--- src/rtl/lockin_mixer.sv ---
`timescale 1ns/1ps
`default_nettype none
// ============================================================================
// Module   : lockin_mixer
// Purpose  : Lock-in demodulation front stage. Each accepted ADC sample is
//            multiplied by an in-phase (sin) and a quadrature (cos) reference
//            value read from a writable table. The table is indexed by a
//            phase counter that advances once per accepted sample. The full
//            precision I/Q products are emitted on a valid-only stream.
// Revision : 1.0  initial release
// ----------------------------------------------------------------------------
// Ports
//   clock          in   1       system clock
//   reset          in   1       asynchronous active-low reset
//   data_valid     in   1       strobe qualifying data
//   data           in   Q_IN    signed ADC sample
//   ref_wr_en      in   1       reference table write strobe
//   ref_wr_addr    in   ADDR_W  table write address
//   ref_wr_sin     in   Q_REF   signed in-phase reference value
//   ref_wr_cos     in   Q_REF   signed quadrature reference value
//   period_len     in   ADDR_W  samples per reference period
//   phase_clear    in   1       synchronous strobe forcing phase to 0
//   data_out_i     out  Q_OUT   signed data*sin product
//   data_out_q     out  Q_OUT   signed data*cos product
//   data_out_valid out  1       strobe qualifying both outputs
//   sample_dropped out  1       strobe when a data_valid is ignored
// ============================================================================
module lockin_mixer #(
    parameter int Q_IN   = 24,
    parameter int Q_REF  = 16,
    parameter int Q_OUT  = 64,   // must be >= Q_IN + Q_REF
    parameter int ADDR_W = 6
) (
    input  logic                    clock,
    input  logic                    reset,
    input  logic                    data_valid,
    input  logic signed [Q_IN-1:0]  data,
    input  logic                    ref_wr_en,
    input  logic [ADDR_W-1:0]       ref_wr_addr,
    input  logic signed [Q_REF-1:0] ref_wr_sin,
    input  logic signed [Q_REF-1:0] ref_wr_cos,
    input  logic [ADDR_W-1:0]       period_len,
    input  logic                    phase_clear,
    output logic signed [Q_OUT-1:0] data_out_i,
    output logic signed [Q_OUT-1:0] data_out_q,
    output logic                    data_out_valid,
    output logic                    sample_dropped
);

    localparam int DEPTH  = 1 << ADDR_W;
    localparam int PROD_W = Q_IN + Q_REF;

    typedef enum logic [1:0] {
        S_IDLE   = 2'd0,
        S_FETCH  = 2'd1,
        S_MULT   = 2'd2,
        S_OUTPUT = 2'd3
    } state_t;

    state_t                     state_q,   state_d;
    logic signed [Q_IN-1:0]     x_q,       x_d;
    logic [ADDR_W-1:0]          addr_q,    addr_d;
    logic [ADDR_W-1:0]          phase_q,   phase_d;
    logic signed [Q_REF-1:0]    sin_q,     sin_d;
    logic signed [Q_REF-1:0]    cos_q,     cos_d;
    logic signed [PROD_W-1:0]   p_i_q,     p_i_d;
    logic signed [PROD_W-1:0]   p_q_q,     p_q_d;
    logic signed [Q_OUT-1:0]    out_i_q,   out_i_d;
    logic signed [Q_OUT-1:0]    out_q_q,   out_q_d;
    logic                       valid_q,   valid_d;
    logic                       dropped_q, dropped_d;

    // Reference table: no reset, contents undefined until written.
    logic signed [Q_REF-1:0]    tab_sin_mem [DEPTH];
    logic signed [Q_REF-1:0]    tab_cos_mem [DEPTH];

    logic [ADDR_W-1:0]          phase_adv;

    always_ff @(posedge clock) begin
        if (ref_wr_en) begin
            tab_sin_mem[ref_wr_addr] <= ref_wr_sin;
            tab_cos_mem[ref_wr_addr] <= ref_wr_cos;
        end
    end

    // Wrap on ">=" rather than "==" so that a period shortened below the
    // current phase returns to 0 on the very next advance.
    always_comb begin
        phase_adv = phase_q + ADDR_W'(1);
        if (period_len <= ADDR_W'(1)) begin
            phase_adv = '0;
        end else if (phase_q >= (period_len - ADDR_W'(1))) begin
            phase_adv = '0;
        end
    end

    always_comb begin
        state_d   = state_q;
        x_d       = x_q;
        addr_d    = addr_q;
        phase_d   = phase_q;
        sin_d     = sin_q;
        cos_d     = cos_q;
        p_i_d     = p_i_q;
        p_q_d     = p_q_q;
        out_i_d   = out_i_q;
        out_q_d   = out_q_q;
        valid_d   = 1'b0;
        dropped_d = 1'b0;

        unique case (state_q)
            S_IDLE: begin
                if (data_valid) begin
                    x_d     = data;
                    addr_d  = phase_q;
                    state_d = S_FETCH;
                end
            end
            S_FETCH: begin
                // Array read sees the pre-edge contents, so a write to the
                // same address on this edge yields the old values.
                sin_d     = tab_sin_mem[addr_q];
                cos_d     = tab_cos_mem[addr_q];
                phase_d   = phase_adv;
                dropped_d = data_valid;
                state_d   = S_MULT;
            end
            S_MULT: begin
                p_i_d     = PROD_W'(x_q) * PROD_W'(sin_q);
                p_q_d     = PROD_W'(x_q) * PROD_W'(cos_q);
                dropped_d = data_valid;
                state_d   = S_OUTPUT;
            end
            S_OUTPUT: begin
                // Signed size cast sign-extends the product to Q_OUT bits.
                out_i_d   = Q_OUT'(p_i_q);
                out_q_d   = Q_OUT'(p_q_q);
                valid_d   = 1'b1;
                dropped_d = data_valid;
                state_d   = S_IDLE;
            end
            default: begin
                state_d = S_IDLE;
            end
        endcase

        // Clear wins over the FETCH advance; a latched address is untouched.
        if (phase_clear) begin
            phase_d = '0;
        end
    end

    always_ff @(posedge clock or negedge reset) begin
        if (!reset) begin
            state_q   <= S_IDLE;
            x_q       <= '0;
            addr_q    <= '0;
            phase_q   <= '0;
            sin_q     <= '0;
            cos_q     <= '0;
            p_i_q     <= '0;
            p_q_q     <= '0;
            out_i_q   <= '0;
            out_q_q   <= '0;
            valid_q   <= 1'b0;
            dropped_q <= 1'b0;
        end else begin
            state_q   <= state_d;
            x_q       <= x_d;
            addr_q    <= addr_d;
            phase_q   <= phase_d;
            sin_q     <= sin_d;
            cos_q     <= cos_d;
            p_i_q     <= p_i_d;
            p_q_q     <= p_q_d;
            out_i_q   <= out_i_d;
            out_q_q   <= out_q_d;
            valid_q   <= valid_d;
            dropped_q <= dropped_d;
        end
    end

    assign data_out_i     = out_i_q;
    assign data_out_q     = out_q_q;
    assign data_out_valid = valid_q;
    assign sample_dropped = dropped_q;

endmodule
`default_nettype wire

--- config.mk ---
export PLATFORM = sky130hd
export DESIGN_NAME = lockin_mixer
export DESIGN_NICKNAME = d
export VERILOG_FILES = /design/src/rtl/lockin_mixer.sv
export SDC_FILE = /design/constraint.sdc
export NUM_CORES = 2
export LEC_CHECK = 0
export BUFFER_PORTS_ARGS = -buffer_cell sky130_fd_sc_hd__buf_2
export CAP_MARGIN = 20
export CORE_MARGIN = 1.5
export CORE_UTILIZATION = 35
export CTS_BUF_LIST = sky130_fd_sc_hd__clkbuf_16
export DETAILED_ROUTE_END_ITERATION = 8
export MAX_ROUTING_LAYER = met4
export PLACE_DENSITY = 0.5
export SYNTH_ARGS = -nofsm -noshare
export SYNTH_HDL_FRONTEND = slang
export SYNTH_SLANG_ARGS = --single-unit
--- constraint.sdc ---
create_clock -name clock -period 6.7 [get_ports clock]
set_input_delay 0 -clock clock [delete_from_list [all_inputs] [get_ports clock]]
set_output_delay 0 -clock clock [all_outputs]
set_load 0.005 [all_outputs]
==> flow_metrics.env <==
export IMPL_clkTransAtPathRegs_ns=0.07
export IMPL_drive_gt1_share_pct=24.7
export IMPL_finalCriticalPeriod_ns=6.49
export IMPL_grt_overflow=0
export IMPL_syn_nets=7792
export IMPL_syn_to_final_growth_pct=15.4
export IMPL_grt_pass1_wl_um=444000
export IMPL_whs_path_depth=2
export IMPL_worstPathArrival_ns=7.28
export IMPL_synth_top_flop_cell="edfxtp_1"
export IMPL_crit_path_start_kind="register"
export IMPL_clockRootBuffer="clkbuf_16"
export IMPL_die_h_um=575
export IMPL_final_cell_mix="2048 x edfxtp_1, 937 x inv_1, 748 x fa_1"
export IMPL_max_slew_margin_pct=26.3
export IMPL_fin_nets=8306
export IMPL_htree_levels=4
export IMPL_numCtsBuffers=243
export IMPL_async_reset_ff_share_pct=10.2
export IMPL_ant_nets=0
export IMPL_synth_cell_types=66
export IMPL_path_max_fanout=11
export IMPL_grtUsageTotal_pct=18.9
export IMPL_start_util_pct=35.3
export IMPL_first_global_vias=64400
export IMPL_core_mm2=0.325
export IMPL_hold_viol=0
export IMPL_insertion_delay_ns=0.95
export IMPL_routedWlPerCell_um=25.6
export IMPL_rows=209
export IMPL_rsz0062_at_grt="no"
export IMPL_crit_required_ns=7.49
export IMPL_cap_violations=0
export IMPL_place_ws_ns=-0.189
export IMPL_vias_per_cell=5.05
export IMPL_grt_max_degree=120
export IMPL_status="complete, no violations"
export IMPL_drc=0
export IMPL_fp_dieW_um=575
export IMPL_hold_class="in -> reg"
export IMPL_tightest_slew_ns=1.10
export IMPL_path_common_cell="fa_1"
export IMPL_path_buf_inv=6
export IMPL_hpwl_um=190000
export IMPL_cts_tree="done"
export IMPL_max_stage_delay_ns=0.61
export IMPL_boundaryPins=203
export IMPL_via_count=59600
export IMPL_synth_area_per_cell_um2=16.9
export IMPL_critical_path_slowest_cell="fa_1"
export IMPL_path_cells="buf_4, buf_4, nand2_1, fa_1, inv_1, fa_1, fa_1, fa_1, fa_1, inv_1, fa_1, inv_1, ha_1, o21a_1, o21ai_0, a21oi_1, or3_1, o41a_1, a211oi_1, buf_4, xnor2_1, mux2_2"
export IMPL_skew_ns=0.118
export IMPL_final_common_cell="edfxtp_1"
export IMPL_cts_sink_count=2280
export IMPL_synthesis_area_mm2=0.115
export IMPL_synth_edf_count=2048
export IMPL_synthCells=6761
export IMPL_ys_warnings_count=0
export IMPL_cp_depth=22
export IMPL_drt_wl_total_um=302000
export IMPL_place_inst=11200
export IMPL_fin_crit_sh_pct=96.8
export IMPL_worst_r2r_path_depth=22
export IMPL_worstSetupPathType="reg -> reg"
export IMPL_antenna_found_initial=24
export IMPL_critical_path_top_delay_family="adder cells"
export IMPL_dieArea_mm2=0.331
export IMPL_drtIter0Drc=4779
export IMPL_drt_pass1_iterations=5
export IMPL_hold_ws_ns=0.00326
export IMPL_worst_slack_ns=0.214
export IMPL_gp_congestion=0.836
export IMPL_final_cells=11800
export IMPL_yosysSeqAreaShare_pct=58.7
export IMPL_port_buffers=202
export IMPL_setup_viol=0
export IMPL_drv_slew=0
export IMPL_crit_path_end_kind="register"
export IMPL_clock_fmax_mhz=154
export IMPL_cts_path_max_buffers=4
export IMPL_ys_ff_latch=2280
[per-layer routing]
metal / vias to the layer above / wire [um] / global-route usage (%)
li1: 25400 / - / -
met1: 32400 / 131000 / 25.0
met2: 1447 / 148000 / 31.0
met3: 395 / 15700 / 2.58
met4: 0 / 6550 / 4.18
met5: - / 0 / -
[final cells by class]
cell class / instances / area [um2]
inverters: 895 / 3360
multi-input cells: 3213 / 42800
well taps: 4325 / 5410
repair buffers: 642 / 5550
clock inverters: 197 / 1600
diodes: 11 / 27.5
flip-flops and latches: 2280 / 67300
fillers: 29400 / 193000
clock buffers: 245 / 6130
[sequential cells by signal, indices dropped and copies added (netlist names)]
| name | flops |
|---|---|
| p_q_q | 40 |
| data_out_q | 40 |
| tab_sin_mem | 1024 |
| p_i_q | 40 |
| sin_q | 16 |
| tab_cos_mem | 1024 |
| phase_q | 6 |
| cos_q | 16 |
| data_out_valid | 1 |
| x_q | 24 |
| addr_q | 6 |
| state_q | 2 |
| sample_dropped | 1 |
| data_out_i | 40 |
[through the flow]
| step | utilization [%] | instance area (um2) | TNS [ns] |
|---|---|---|---|
| after floorplan | - | 115000 | 0 |
| after global placement | 37.7 | 123000 | -0.299 |
| after detailed placement | 37.7 | 123000 | -0.790 |
| after CTS | 40.4 | 131000 | 0 |
| after global routing | 40.7 | 132000 | 0 |
| final | 40.7 | 132000 | 0 |
[kinds of logic (layout without fill, tap and decap cells)]
group,Yosys count,count (layout),share of synthesized area (%)
other,0,11,0
AND/OR/NAND/NOR,1059,1059,4.35
XOR/XNOR,85,85,0.650
multiplexers,870,870,15.2
AO/OA/AOI/OAI,241,241,1.36
buffers and inverters,1268,1979,4.39
adder cells (fa/ha/maj),958,958,15.4
flip-flops,2280,2280,58.7
[what timing repair did]
| action | in CTS | in global routing |
|---|---|---|
| hold buffers | 99 | 10 |
| endpoints found under the setup margin | 3 | 20 |
| setup buffers | 0 | 3 |
| pin swaps | 0 | 2 |
| endpoints found under the hold margin | 2355 | 72 |
| gates resized for setup | 4 | 23 |
[cell usage after synthesis (all sizes together) (3+ instances only)]
cell | count | area, um2
o21a | 8 | 60.1
a21oi | 67 | 335
a221oi | 3 | 26.3
mux4 | 672 | 15100
inv | 895 | 3360
nand4 | 8 | 50.1
o2111ai | 3 | 26.3
clkbuf | 241 | 905
xnor2 | 71 | 622
a21o | 24 | 180
o31ai | 6 | 45.0
nand2 | 481 | 1810
a31o | 4 | 35.0
o31a | 4 | 35.0
buf | 132 | 761
a21boi | 3 | 22.5
fa | 748 | 15000
a211oi | 11 | 82.6
nand3b | 4 | 30.0
a31oi | 9 | 56.3
o21ai | 56 | 280
a211o | 4 | 35.0
mux2 | 196 | 2210
and2 | 303 | 1900
ha | 210 | 2630
and3 | 7 | 43.8
nor4 | 3 | 18.8
nand3 | 27 | 135
xor2 | 14 | 123
nor3 | 22 | 110
nor2 | 158 | 593
nand2b | 18 | 113
or3 | 7 | 43.8
o211ai | 10 | 75.1
o21bai | 7 | 52.6
dfrtp | 232 | 5810
nor2b | 13 | 81.3
edfxtp | 2048 | 61500
[worst paths after layout]
path,start,to,slack (ns)
setup / recovery,x_q[10]$_DFFE_PN0P_,p_i_q[28]$_DFFE_PN0P_,0.21
min in group asynchronous,reset,data_out_i[9]$_DFFE_PN0P_,0.29
setup reg to reg,x_q[10]$_DFFE_PN0P_,p_i_q[28]$_DFFE_PN0P_,0.21
hold / removal,ref_wr_sin[11],tab_sin_mem[52][11]$_DFFE_PP_,0.003
max in group asynchronous,reset,addr_q[0]$_DFFE_PN0P_,5.63
hold reg to reg,p_i_q[19]$_DFFE_PN0P_,p_i_q[19]$_DFFE_PN0P_,0.48
Power is not shown: default switching activity piles up to over one toggle a cycle in this logic, so the estimate is an artifact.
